<file path="config.mk">
export PLATFORM = sky130hd
export DESIGN_NAME = instruction_fetch
export DESIGN_NICKNAME = d
export VERILOG_FILES = /design/src/rtl/instruction_fetch_pkg.sv /design/src/rtl/instruction_fetch_buffer.sv /design/src/rtl/instruction_fetch.sv
export SDC_FILE = /design/constraint.sdc
export NUM_CORES = 1
export LEC_CHECK = 0
export CORE_MARGIN = 5
export CORE_UTILIZATION = 35
export DETAILED_ROUTE_END_ITERATION = 8
export SYNTH_ARGS = -nofsm -noshare
export SYNTH_HDL_FRONTEND = slang
export SYNTH_SLANG_ARGS = --single-unit
</file>
<file path="constraint.sdc">
create_clock -name clk -period 8.15 [get_ports clk]
set_input_delay 0.815 -clock clk [delete_from_list [all_inputs] [get_ports clk]]
set_output_delay 0.815 -clock clk [all_outputs]
set_load 0.05 [all_outputs]
</file>
<file path="src/rtl/instruction_fetch_pkg.sv">
// Shared types and constants for the instruction-fetch stage.
package structures;

  localparam logic [31:0] NOP_INST  = 32'hD503201F;
  localparam logic [63:0] PC_STEP   = 64'd4;

  typedef enum logic [1:0] {
    F_IDLE  = 2'd0,
    F_FETCH = 2'd1,
    F_DROP  = 2'd2
  } fetch_state_t;

  typedef struct packed {
    logic [63:0] pc;
    logic [31:0] inst;
  } fetch_entry_t;

  // Instructions are word aligned; the low two address bits carry no meaning.
  function automatic logic [63:0] align_word(input logic [63:0] addr);
    return addr & 64'hFFFF_FFFF_FFFF_FFFC;
  endfunction

endpackage

</file>
<file path="src/rtl/instruction_fetch_buffer.sv">
// Two-entry FIFO of {pc, inst} between instruction memory and IF/ID.
module fetch_buffer
  import structures::*;
(
  input  logic         clk,
  input  logic         rst,
  input  logic         push,
  input  logic         pop,
  input  logic         clear,
  input  fetch_entry_t push_entry,
  output logic [1:0]   count,
  output logic         head_valid,
  output fetch_entry_t head_entry
);

  fetch_entry_t entry_r [2];
  logic         rd_ptr_r;
  logic         wr_ptr_r;
  logic [1:0]   count_r;
  logic         pop_ok_s;
  logic         push_ok_s;

  assign pop_ok_s  = pop && (count_r != 2'd0);
  assign push_ok_s = push && ((count_r != 2'd2) || pop_ok_s);

  // Storage, pointers and occupancy; clear only drops occupancy, stale words are never read
  always_ff @(posedge clk) begin
    if (rst) begin
      rd_ptr_r   <= 1'b0;
      wr_ptr_r   <= 1'b0;
      count_r    <= 2'd0;
      entry_r[0] <= '0;
      entry_r[1] <= '0;
    end else if (clear) begin
      rd_ptr_r <= 1'b0;
      wr_ptr_r <= 1'b0;
      count_r  <= 2'd0;
    end else begin
      if (push_ok_s) begin
        entry_r[wr_ptr_r] <= push_entry;
        wr_ptr_r          <= ~wr_ptr_r;
      end
      if (pop_ok_s) begin
        rd_ptr_r <= ~rd_ptr_r;
      end
      count_r <= count_r + {1'b0, push_ok_s} - {1'b0, pop_ok_s};
    end
  end

  assign count      = count_r;
  assign head_valid = (count_r != 2'd0);
  assign head_entry = entry_r[rd_ptr_r];

endmodule

</file>
<file path="src/rtl/instruction_fetch.sv">
// Fetch stage: owns the fetch PC, runs the imem req/ack handshake and feeds IF/ID.
// Optional FETCH_PERF_CNT_EN adds stall_cycles / redirect_count counters.
module instruction_fetch
  import structures::*;
#(
  parameter logic [63:0] RESET_PC = 64'h0
) (
  input  logic        clk,
  input  logic        rst,
  input  logic        IF_ID_write,
  input  logic        br_taken,
  input  logic [63:0] br_target,
  output logic        imem_req,
  output logic [63:0] imem_addr,
  input  logic        imem_ack,
  input  logic [31:0] imem_rdata,
  output logic [31:0] instruction_out,
  output logic [63:0] pc_out,
  output logic        inst_valid,
  output logic        if_flush
`ifdef FETCH_PERF_CNT_EN
  ,
  output logic [31:0] stall_cycles,
  output logic [31:0] redirect_count
`endif
);

  fetch_state_t state_r;
  fetch_state_t state_next_s;
  logic [63:0]  fetch_pc_r;
  logic [63:0]  fetch_pc_next_s;
  logic [63:0]  req_addr_r;
  logic [63:0]  req_addr_next_s;
  logic [63:0]  target_s;
  logic [1:0]   count_s;
  logic [1:0]   count_next_s;
  logic         push_s;
  logic         pop_s;
  logic         head_valid_s;
  fetch_entry_t head_entry_s;
  fetch_entry_t push_entry_s;

  assign target_s     = align_word(br_target);
  assign push_s       = (state_r == F_FETCH) && imem_ack && !br_taken;
  assign pop_s        = head_valid_s && IF_ID_write && !br_taken;
  assign push_entry_s = '{pc: req_addr_r, inst: imem_rdata};

  fetch_buffer u_fetch_buffer (
    .clk        (clk),
    .rst        (rst),
    .push       (push_s),
    .pop        (pop_s),
    .clear      (br_taken),
    .push_entry (push_entry_s),
    .count      (count_s),
    .head_valid (head_valid_s),
    .head_entry (head_entry_s)
  );

  // Occupancy after this edge; a redirect empties the buffer
  always_comb begin
    count_next_s = 2'd0;
    if (br_taken) begin
      count_next_s = 2'd0;
    end else begin
      count_next_s = count_s + {1'b0, push_s} - {1'b0, pop_s};
    end
  end

  // Next-state and address logic; the redirect overlay is applied last so it wins
  always_comb begin
    state_next_s    = state_r;
    fetch_pc_next_s = fetch_pc_r;
    req_addr_next_s = req_addr_r;
    case (state_r)
      F_IDLE: begin
        if (count_next_s < 2'd2) begin
          state_next_s    = F_FETCH;
          req_addr_next_s = fetch_pc_r;
        end else begin
          state_next_s = F_IDLE;
        end
      end
      F_FETCH: begin
        if (imem_ack) begin
          fetch_pc_next_s = fetch_pc_r + PC_STEP;
          req_addr_next_s = fetch_pc_r + PC_STEP;
          if (count_next_s < 2'd2) begin
            state_next_s = F_FETCH;
          end else begin
            state_next_s = F_IDLE;
          end
        end else begin
          state_next_s = F_FETCH;
        end
      end
      F_DROP: begin
        if (imem_ack) begin
          state_next_s    = F_FETCH;
          req_addr_next_s = fetch_pc_r;
        end else begin
          state_next_s = F_DROP;
        end
      end
      default: begin
        state_next_s = F_IDLE;
      end
    endcase

    // A request without its ack cannot be withdrawn, so its response is drained in F_DROP
    if (br_taken) begin
      fetch_pc_next_s = target_s;
      case (state_r)
        F_FETCH: begin
          if (imem_ack) begin
            state_next_s    = F_FETCH;
            req_addr_next_s = target_s;
          end else begin
            state_next_s    = F_DROP;
            req_addr_next_s = req_addr_r;
          end
        end
        F_IDLE: begin
          state_next_s    = F_FETCH;
          req_addr_next_s = target_s;
        end
        F_DROP: begin
          state_next_s    = F_DROP;
          req_addr_next_s = req_addr_r;
        end
        default: begin
          state_next_s = F_IDLE;
        end
      endcase
    end else begin
      fetch_pc_next_s = fetch_pc_next_s;
    end
  end

  // State, fetch PC and request address registers
  always_ff @(posedge clk) begin
    if (rst) begin
      state_r    <= F_IDLE;
      fetch_pc_r <= RESET_PC;
      req_addr_r <= RESET_PC;
    end else begin
      state_r    <= state_next_s;
      fetch_pc_r <= fetch_pc_next_s;
      req_addr_r <= req_addr_next_s;
    end
  end

  assign imem_req        = (state_r != F_IDLE);
  assign imem_addr       = req_addr_r;
  assign inst_valid      = head_valid_s;
  assign instruction_out = head_valid_s ? head_entry_s.inst : NOP_INST;
  assign pc_out          = head_valid_s ? head_entry_s.pc : 64'h0;
  assign if_flush        = br_taken;

`ifdef FETCH_PERF_CNT_EN
  logic [31:0] stall_cycles_r;
  logic [31:0] redirect_count_r;

  // Free-running wrapping event counters
  always_ff @(posedge clk) begin
    if (rst) begin
      stall_cycles_r   <= 32'd0;
      redirect_count_r <= 32'd0;
    end else begin
      if (head_valid_s && !IF_ID_write) begin
        stall_cycles_r <= stall_cycles_r + 32'd1;
      end
      if (br_taken) begin
        redirect_count_r <= redirect_count_r + 32'd1;
      end
    end
  end

  assign stall_cycles   = stall_cycles_r;
  assign redirect_count = redirect_count_r;
`endif

endmodule

</file>
==> impl_metrics.toml, run 1 <==
[pwr]
power.leakage_nw = 7.22
powerDensity_nw_per_um2 = 198
irDropWorstVdd_mv = 0.124

[grt]
grt_overflow = 0
grtUsageTotal = 0.227
grt_max_degree = 85
antenna_found_initial = 3
grt_first_pass_wirelength_um = 94400
grt_pass1_vias = 14800

[synthesis]
async_flop_share = 0
synthTopCellsByArea = "edfxtp_1 33%, dfxtp_1 15%, and2_1 6.9%"
synth_top_cell_area_share = 0.331
syn_area_per_cell_um2 = 9.40
yosysWarnings = 0
synth_cell_type_count = 74
synthTopCellsByCount = "214 x nor2_1, 193 x and2_1, 192 x edfxtp_1"
synth-edff-count = 192
synthCells = 1852
yosysMostFrequentCell = "nor2_1"
syn_area_um2 = 17400
synth_flop_cell = "edfxtp_1"
yosysSeqAreaShare = 0.484
ys_ff_latch = 325
synth_fp_nets = 1957
synth_top_area_cell = "edfxtp_1"

[clocking]
cts.sinks = 325
htree_levels = 2
path_clk_slew_ns = 0.06
cts_buffers = 38
cts_tree = "done"
cts_setup_buffers = 0
cts_root_buffer = "clkbuf_16"
clk_latency_ns = 0.56
postCtsHoldBufs = 0
cts_max_path_buffers = 3
cts-resized-gates = 0

[final_layout]
layout-drive-gt1-share = 0.0574
final_nets = 2131
fillCellCount = 4764
fin_cells = 2726
area_delta_synth_final_pct = 25.1

[worst_setup_path]
worstSetupPathType = "reg -> reg"
arrival_ns = 5.24
path_max_fanout = 84
required_ns = 8.65
endpoint_kind = "flop"
worstSetupStartpointType = "flop"

[status]
run_status = "finished, final reports clean"

[sta]
relSlewSlack = 0.221
finClkSkew_ns = 0.0295
min_period_ns = 4.74
fmaxAchievable_mhz = 211
fin_crit_sh = 0.582
rsz0062_at_grt = "no"
maxSlewViolCount = 0
finalHoldViolCount = 0
setup_viol = 0
setup-tns-final_ns = 0
worst_slew_pin_slew_ns = 1.17

[drt]
drtIter0Drc = 1672
drt-total-wl_um = 64200
route.vias.total = 15600
drc = 0
firstDrtPassIters = 6
routed_via_density = 5.71
wire_per_inst_um = 23.5
detail-route-antenna-nets = 0

[floorplanning]
num_io_pins = 264
initial_core_util = 0.355
die_width_um = 233
die_area_um2 = 54300
std_cell_rows = 81
core_area_um2 = 49100
die_h_um = 233

[flow_run]
drv_cap = 0

[place]
gp_congestion = 0.948
port_buffers = 261
place_inst = 2650
hpwl_um = 42700

[min_path]
hp-class = "reg -> reg"
## path summary, 6_finish.rpt
path	from	end	slack (ns)	cells after the start
max	u_fetch_buffer.count[1]	imem_addr[38]	3.41	12
min	imem_addr[0]	imem_addr[0]	0.49	2
max reg2reg	u_fetch_buffer.count[1]	imem_addr[38]	3.41	12
min reg2reg	imem_addr[0]	imem_addr[0]	0.49	2
## per-layer routing
layer	track usage	vias to the layer above	part of all wire
met4	0.0993	0	0.044
met5	0	-	0
met3	0.0566	143	0.092
met2	0.335	775	0.43
met1	0.316	7541	0.43
li1	-	7103	-
## critical path, cell delays in order (launching register included)
cell and delay (ns):
dfxtp_1 0.39, nor2_4 0.12, buf_4 0.74, inv_1 0.57
nand2_1 0.30, nor2_1 0.07, ha_1 0.25, xor2_1 0.21
a211oi_4 0.84, buf_4 0.48, o311ai_0 0.24, a41oi_1 0.24
o221a_2 0.20
## final cells by class
class | instances | area (um^2) | area share
Clock inverter | 21 | 151 | 0.00695
Inverter | 18 | 67.6 | 0.00310
Tap cell | 664 | 831 | 0.0382
Timing Repair Buffer | 292 | 2840 | 0.130
Antenna cell | 6 | 15.0 | 0.000689
Sequential cell | 325 | 8430 | 0.387
Clock buffer | 49 | 1070 | 0.0490
Multi-Input combinational cell | 1351 | 8380 | 0.385
## placed cells by master (no fill, tap or decap), types with 16 or more instances in the layout
cell type	Yosys	routed
o21ai_0	102	101
xnor2_1	58	58
nand3_1	46	46
buf_4	1	31
edfxtp_1	192	192
mux2i_1	99	99
a31oi_1	16	16
or3_1	26	26
xor2_1	22	22
a211oi_1	27	26
o221ai_1	23	23
nor3_1	44	43
clkbuf_16	0	41
nor2_1	214	210
a221oi_1	19	19
dfxtp_1	133	132
inv_1	17	17
nand4_1	29	29
nand2_1	123	121
clkdlybuf4s50_1	0	259
and2_1	193	193
nor4_1	27	27
a21oi_1	98	98
## flip-flops by register name, indices dropped and copies added (netlist names), named ones only
register and cells:
u_fetch_buffer.entry_r 192, imem_addr 64, fetch_pc_r 62, u_fetch_buffer.wr_ptr_r 1, u_fetch_buffer.rd_ptr_r 1, u_fetch_buffer.count 2
state_r 2
## logic make-up (layout without fill, tap and decap cells)
family	count (synthesis)	count (layout)	synth area share
AOI/OAI and AO/OA	407	407	0.154
and+or+nand+nor	761	761	0.222
DFF	325	325	0.484
muxes	99	99	0.0569
xor gates and xnor gates	80	80	0.0402
other	0	6	0
buffers and inverters	176	380	0.0393
adders and majority gates	4	4	0.00287
## report_power, final
part	switching, mW	internal, mW	total [mW]
clock network	0.715	0.987	1.70
logic	0.422	0.228	0.650
registers	0.121	1.83	1.95
## metrics by stage
stage          cell area (um^2)  hold slack, ns   util  power, mW  setup slack [ns]
6_report                  21800           0.488  0.444       4.30              3.41
5_1_grt                   21800           0.530  0.444       4.45              3.10
3_5_place_dp              20500           0.483  0.419       2.63              3.38
4_1_cts                   21800           0.493  0.444       4.33              3.35
3_3_place_gp              20500           0.468  0.419       2.62              3.46
2_1_floorplan             17400           0.458      -       2.33              3.89
Power figures use the tool's default switching activity.
==> run 2, diff against run 1 <==
==> constraint.sdc (replaced) <==
create_clock -name clk -period 3.9 [get_ports clk]
set_input_delay 0.39 -clock clk [delete_from_list [all_inputs] [get_ports clk]]
set_output_delay 0.39 -clock clk [all_outputs]
set_load 0.05 [all_outputs]
==> impl_metrics.toml, run 2 (same netlist as run 1, synthesis figures left out) <==
[clocking]
postCtsHoldBufs = 0
cts_buffers = 39
clk_latency_ns = 0.56
cts_max_path_buffers = 3
cts_tree = "done"
cts-resized-gates = 0
path_clk_slew_ns = 0.06
htree_levels = 2
cts_root_buffer = "clkbuf_16"
cts.sinks = 325
cts_setup_buffers = 0

[pwr]
clkPwrFrac = 0.411
p_total_mw = 9.29
p_seq_frac = 0.439
p_sw_frac = 0.284
p_comb_frac = 0.151
intPower_mw = 6.66
p_sw_mw = 2.64
power.leakage_nw = 7.46
powerDensity_nw_per_um2 = 418
irDropWorstVdd_mv = 0.236

[floorplanning]
core_area_um2 = 49100
die_area_um2 = 54300
initial_core_util = 0.355
die_width_um = 233
die_h_um = 233
std_cell_rows = 81
num_io_pins = 264

[final_layout]
final_nets = 2165
final_common_cell = "clkdlybuf4s50_1"
largest_reg_flops = 192
fin_cells = 2757
finalInstanceArea_um2 = 22200
area_delta_synth_final_pct = 27.6
final_cell_mix = "259 x clkdlybuf4s50_1, 210 x nor2_1, 193 x and2_1, 192 x edfxtp_1, 132 x dfxtp_1"
top_register = "u_fetch_buffer.entry_r"
utilization = 0.453
fillCellCount = 4720
layout-drive-gt1-share = 0.0741

[sta]
fin_crit_sh = 0.850
finalHoldViolCount = 0
relSlewSlack = 0.213
finalHoldWorstSlack_ns = 0.402
fmaxAchievable_mhz = 302
rsz0062_at_grt = "no"
setup-tns-final_ns = 0
fin_ws_ns = 0.586
worst_slew_pin_slew_ns = 1.18
min_period_ns = 3.31
setup_viol = 0
finClkSkew_ns = 0.0144
maxSlewViolCount = 0

[grt]
use_met2 = 0.349
grtUsageTotal = 0.230
grt_first_pass_wirelength_um = 96200
grtUsageMet3 = 0.0546
grt_overflow = 0
grt_pass1_vias = 15000
grt.busiest_layer = "met2"
antenna_found_initial = 1
use_met1 = 0.320
grt_max_degree = 95

[place]
place_inst = 2683
port_buffers = 261
place_area_um2 = 20900
hpwl_um = 44200
gp_congestion = 0.960
place_ws_ns = 0.638

[worst_setup_path]
reg2reg_slack_ns = 0.81
timing.rr.end = "imem_addr[59]"
rr_startpoint = "fetch_pc_r[2]"
required_ns = 3.51
path_max_fanout = 35
worstSetupStartpointType = "flop"
worstSetupPathType = "reg -> out"
endpoint_kind = "primary output"
arrival_ns = 2.92
reg2reg_depth = 6

[drt]
wire_per_inst_um = 23.5
detail-route-antenna-nets = 0
drc = 0
firstDrtPassIters = 6
drtIter0Drc = 1616
routed_via_density = 5.63
route.vias.total = 15500
drt-total-wl_um = 64900

[status]
run_status = "finished, final reports clean"

[min_path]
hold_end = "imem_addr[12]"
hp-class = "in -> reg"
whs_path_depth = 4
min_from = "br_taken"

[flow_run]
drv_cap = 0
## run 2: cell types whose count changed in the layout (fill, tap and decap cells not counted), moves of 2 or more
cell,previous run,this run
buf_12,0,8
buf_4,31,56
bufinv_16,2,4
clkbuf_4,0,2
clkbuf_8,1,8
clkinv_1,7,2
clkinv_2,10,3
diode_2,6,2
## run 2: metal layers
layer,vias up,wire length (um)
met5,-,0
met3,139,6000
met4,0,2600
met2,758,28500
met1,7477,27900
li1,7161,-
## run 2: worst max path at each step
stage / endpoint / start / slack (ns)
floorplan: u_fetch_buffer.entry_r[0][0] / br_taken / 0.07
global placement: fetch_pc_r[51] / imem_ack / 0.67
detailed placement: fetch_pc_r[51] / imem_ack / 0.64
CTS: instruction_out[10] / flop / 0.50
global route: pc_out[36] / flop / 0.40
finish: pc_out[27] / flop / 0.59
## run 2: critical path: stages, from the launching register on
cell and delay [ns]:
dfxtp_4 0.78, buf_4 0.45, mux2i_1 0.13, nor2_1 0.15
clkdlybuf4s50_1 0.84
## run 2: power by group through the flow
stage          clock [mW]  sequential, mW  combinational, mW
5_1_grt              4.03            4.10               1.48
3_3_place_gp            0            4.13               1.37
4_1_cts              3.90            4.07               1.39
6_report             3.82            4.08               1.40
3_5_place_dp            0            4.14               1.38
2_1_floorplan           0            4.23              0.641
## run 2: layout make-up
cell class / count / area [um^2] / area share
flip-flops and latches: 325 / 8430 / 0.379
multi-input cells: 1351 / 8360 / 0.376
repair buffers: 325 / 3180 / 0.143
clock buffers: 58 / 1160 / 0.0520
well taps: 664 / 831 / 0.0374
clock inverters: 14 / 190 / 0.00856
inverters: 18 / 67.6 / 0.00304
diodes: 2 / 5.00 / 0.000225
==> run 3, diff against run 2 <==
==> constraint.sdc (replaced) <==
create_clock -name clk -period 3.2 [get_ports clk]
set_input_delay 0.32 -clock clk [delete_from_list [all_inputs] [get_ports clk]]
set_output_delay 0.32 -clock clk [all_outputs]
set_load 0.05 [all_outputs]
==> impl_metrics.toml, run 3 (same netlist as run 1, synthesis figures left out) <==
[sta]
fin_crit_sh = 0.911
fmaxAchievable_mhz = 343
worst_slew_pin_slew_ns = 0.983
maxSlewViolCount = 0
finalHoldViolCount = 0
finClkSkew_ns = 0.0212
fin_ws_ns = 0.283
setup-tns-final_ns = 0
relSlewSlack = 0.342
min_period_ns = 2.92
rsz0062_at_grt = "no"
setup_viol = 0

[place]
place_area_um2 = 21300
gp_congestion = 0.978
hpwl_um = 45600
place_ws_ns = 0.148
port_buffers = 261

[final_layout]
layout-drive-gt1-share = 0.0906
regArea_um2 = 8430
finalInstanceArea_um2 = 22500
multi_input_area_um2 = 8370
top_register = "u_fetch_buffer.entry_r"
area_delta_synth_final_pct = 29.4
largest_reg_flops = 192
fillCellCount = 4733
final_nets = 2206
final_common_cell = "clkdlybuf4s50_1"
final_cell_mix = "259 x clkdlybuf4s50_1, 210 x nor2_1, 193 x and2_1, 192 x edfxtp_1, 132 x dfxtp_1"

[clocking]
cts_buffers = 38
cts_setup_buffers = 0
htree_levels = 2
cts_max_path_buffers = 3
postCtsHoldBufs = 0
path_clk_slew_ns = 0.06
cts.sinks = 325
cts_root_buffer = "clkbuf_16"
cts_tree = "done"
clk_latency_ns = 0.56

[grt]
grt_overflow = 0
grt_pass1_vias = 15200
grtUsageTotal = 0.234
antenna_found_initial = 1
grt_max_degree = 95
grt_first_pass_wirelength_um = 98000

[min_path]
hp-class = "in -> reg"
whs_path_depth = 4

[floorplanning]
initial_core_util = 0.355
die_area_um2 = 54300
die_width_um = 233
std_cell_rows = 81
core_area_um2 = 49100
die_h_um = 233
num_io_pins = 264

[worst_setup_path]
endpoint_kind = "primary output"
arrival_ns = 2.60
required_ns = 2.88
worstSetupPathType = "reg -> out"
path_max_fanout = 83
worstSetupStartpointType = "flop"
reg2reg_depth = 11

[drt]
firstDrtPassIters = 6
routed_via_density = 5.66
detail-route-antenna-nets = 0
drtIter0Drc = 1653
drc = 0
route.vias.total = 15800
drt-total-wl_um = 65800
wire_per_inst_um = 23.5

[flow_run]
drv_cap = 0

[pwr]
powerDensity_nw_per_um2 = 492
power.leakage_nw = 7.65
irDropWorstVdd_mv = 0.267
p_total_mw = 11.1

[status]
run_status = "finished, final reports clean"
==> run 3: worst max-delay path, stage by stage (launching register included) <==
cell and delay (ns):
dfxtp_1 0.38, nor2_4 0.14, buf_6 0.57, nor2_1 0.17
clkdlybuf4s50_1 0.75
==> run 3: final timing paths <==
check / start / to / slack, ns
setup / recovery: u_fetch_buffer.count[1] / pc_out[43] / 0.28
hold / removal: br_taken / imem_addr[12] / 0.33
setup reg to reg: u_fetch_buffer.count[1] / imem_addr[19] / 0.29
hold reg to reg: u_fetch_buffer.wr_ptr_r / u_fetch_buffer.wr_ptr_r / 0.48
==> run 3: metrics by stage <==
stage,std cells,hold slack (ns),util
2_1_floorplan,1852,0.458,-
3_3_place_gp,2725,0.464,0.434
3_5_place_dp,2725,0.468,0.434
4_1_cts,2794,0.302,0.459
5_1_grt,2794,0.335,0.459
6_report,2797,0.330,0.459
==> run 3: final cells by class <==
| cell class | count | share of cell area |
|---|---|---|
| diodes | 3 | 0.000333 |
| clock buffers | 47 | 0.0479 |
| clock inverters | 22 | 0.00727 |
| multi-input cells | 1351 | 0.371 |
| repair buffers | 367 | 0.159 |
| flip-flops and latches | 325 | 0.374 |
| well taps | 664 | 0.0369 |
| inverters | 18 | 0.00300 |
==> run 3: metal layers <==
| layer | vias to the layer above | global-route usage | routed length (um) |
|---|---|---|---|
| li1 | 7254 | - | - |
| met3 | 123 | 0.0497 | 6520 |
| met1 | 7660 | 0.337 | 28200 |
| met2 | 794 | 0.353 | 28900 |
| met5 | - | 0 | 0 |
| met4 | 0 | 0.0748 | 2070 |
==> run 3: power breakdown <==
group          switching [mW]  leakage (nW)  internal (mW)
logic                    1.12          3.95          0.653
clock network            1.81         0.605           2.56
registers               0.290          3.09           4.66
==> run 3: repair_timing <==
| action | CTS | global route |
|---|---|---|
| hold endpoints to repair | 0 | 0 |
| setup endpoints to repair | 6 | 0 |
| resized for setup | 1 | 0 |
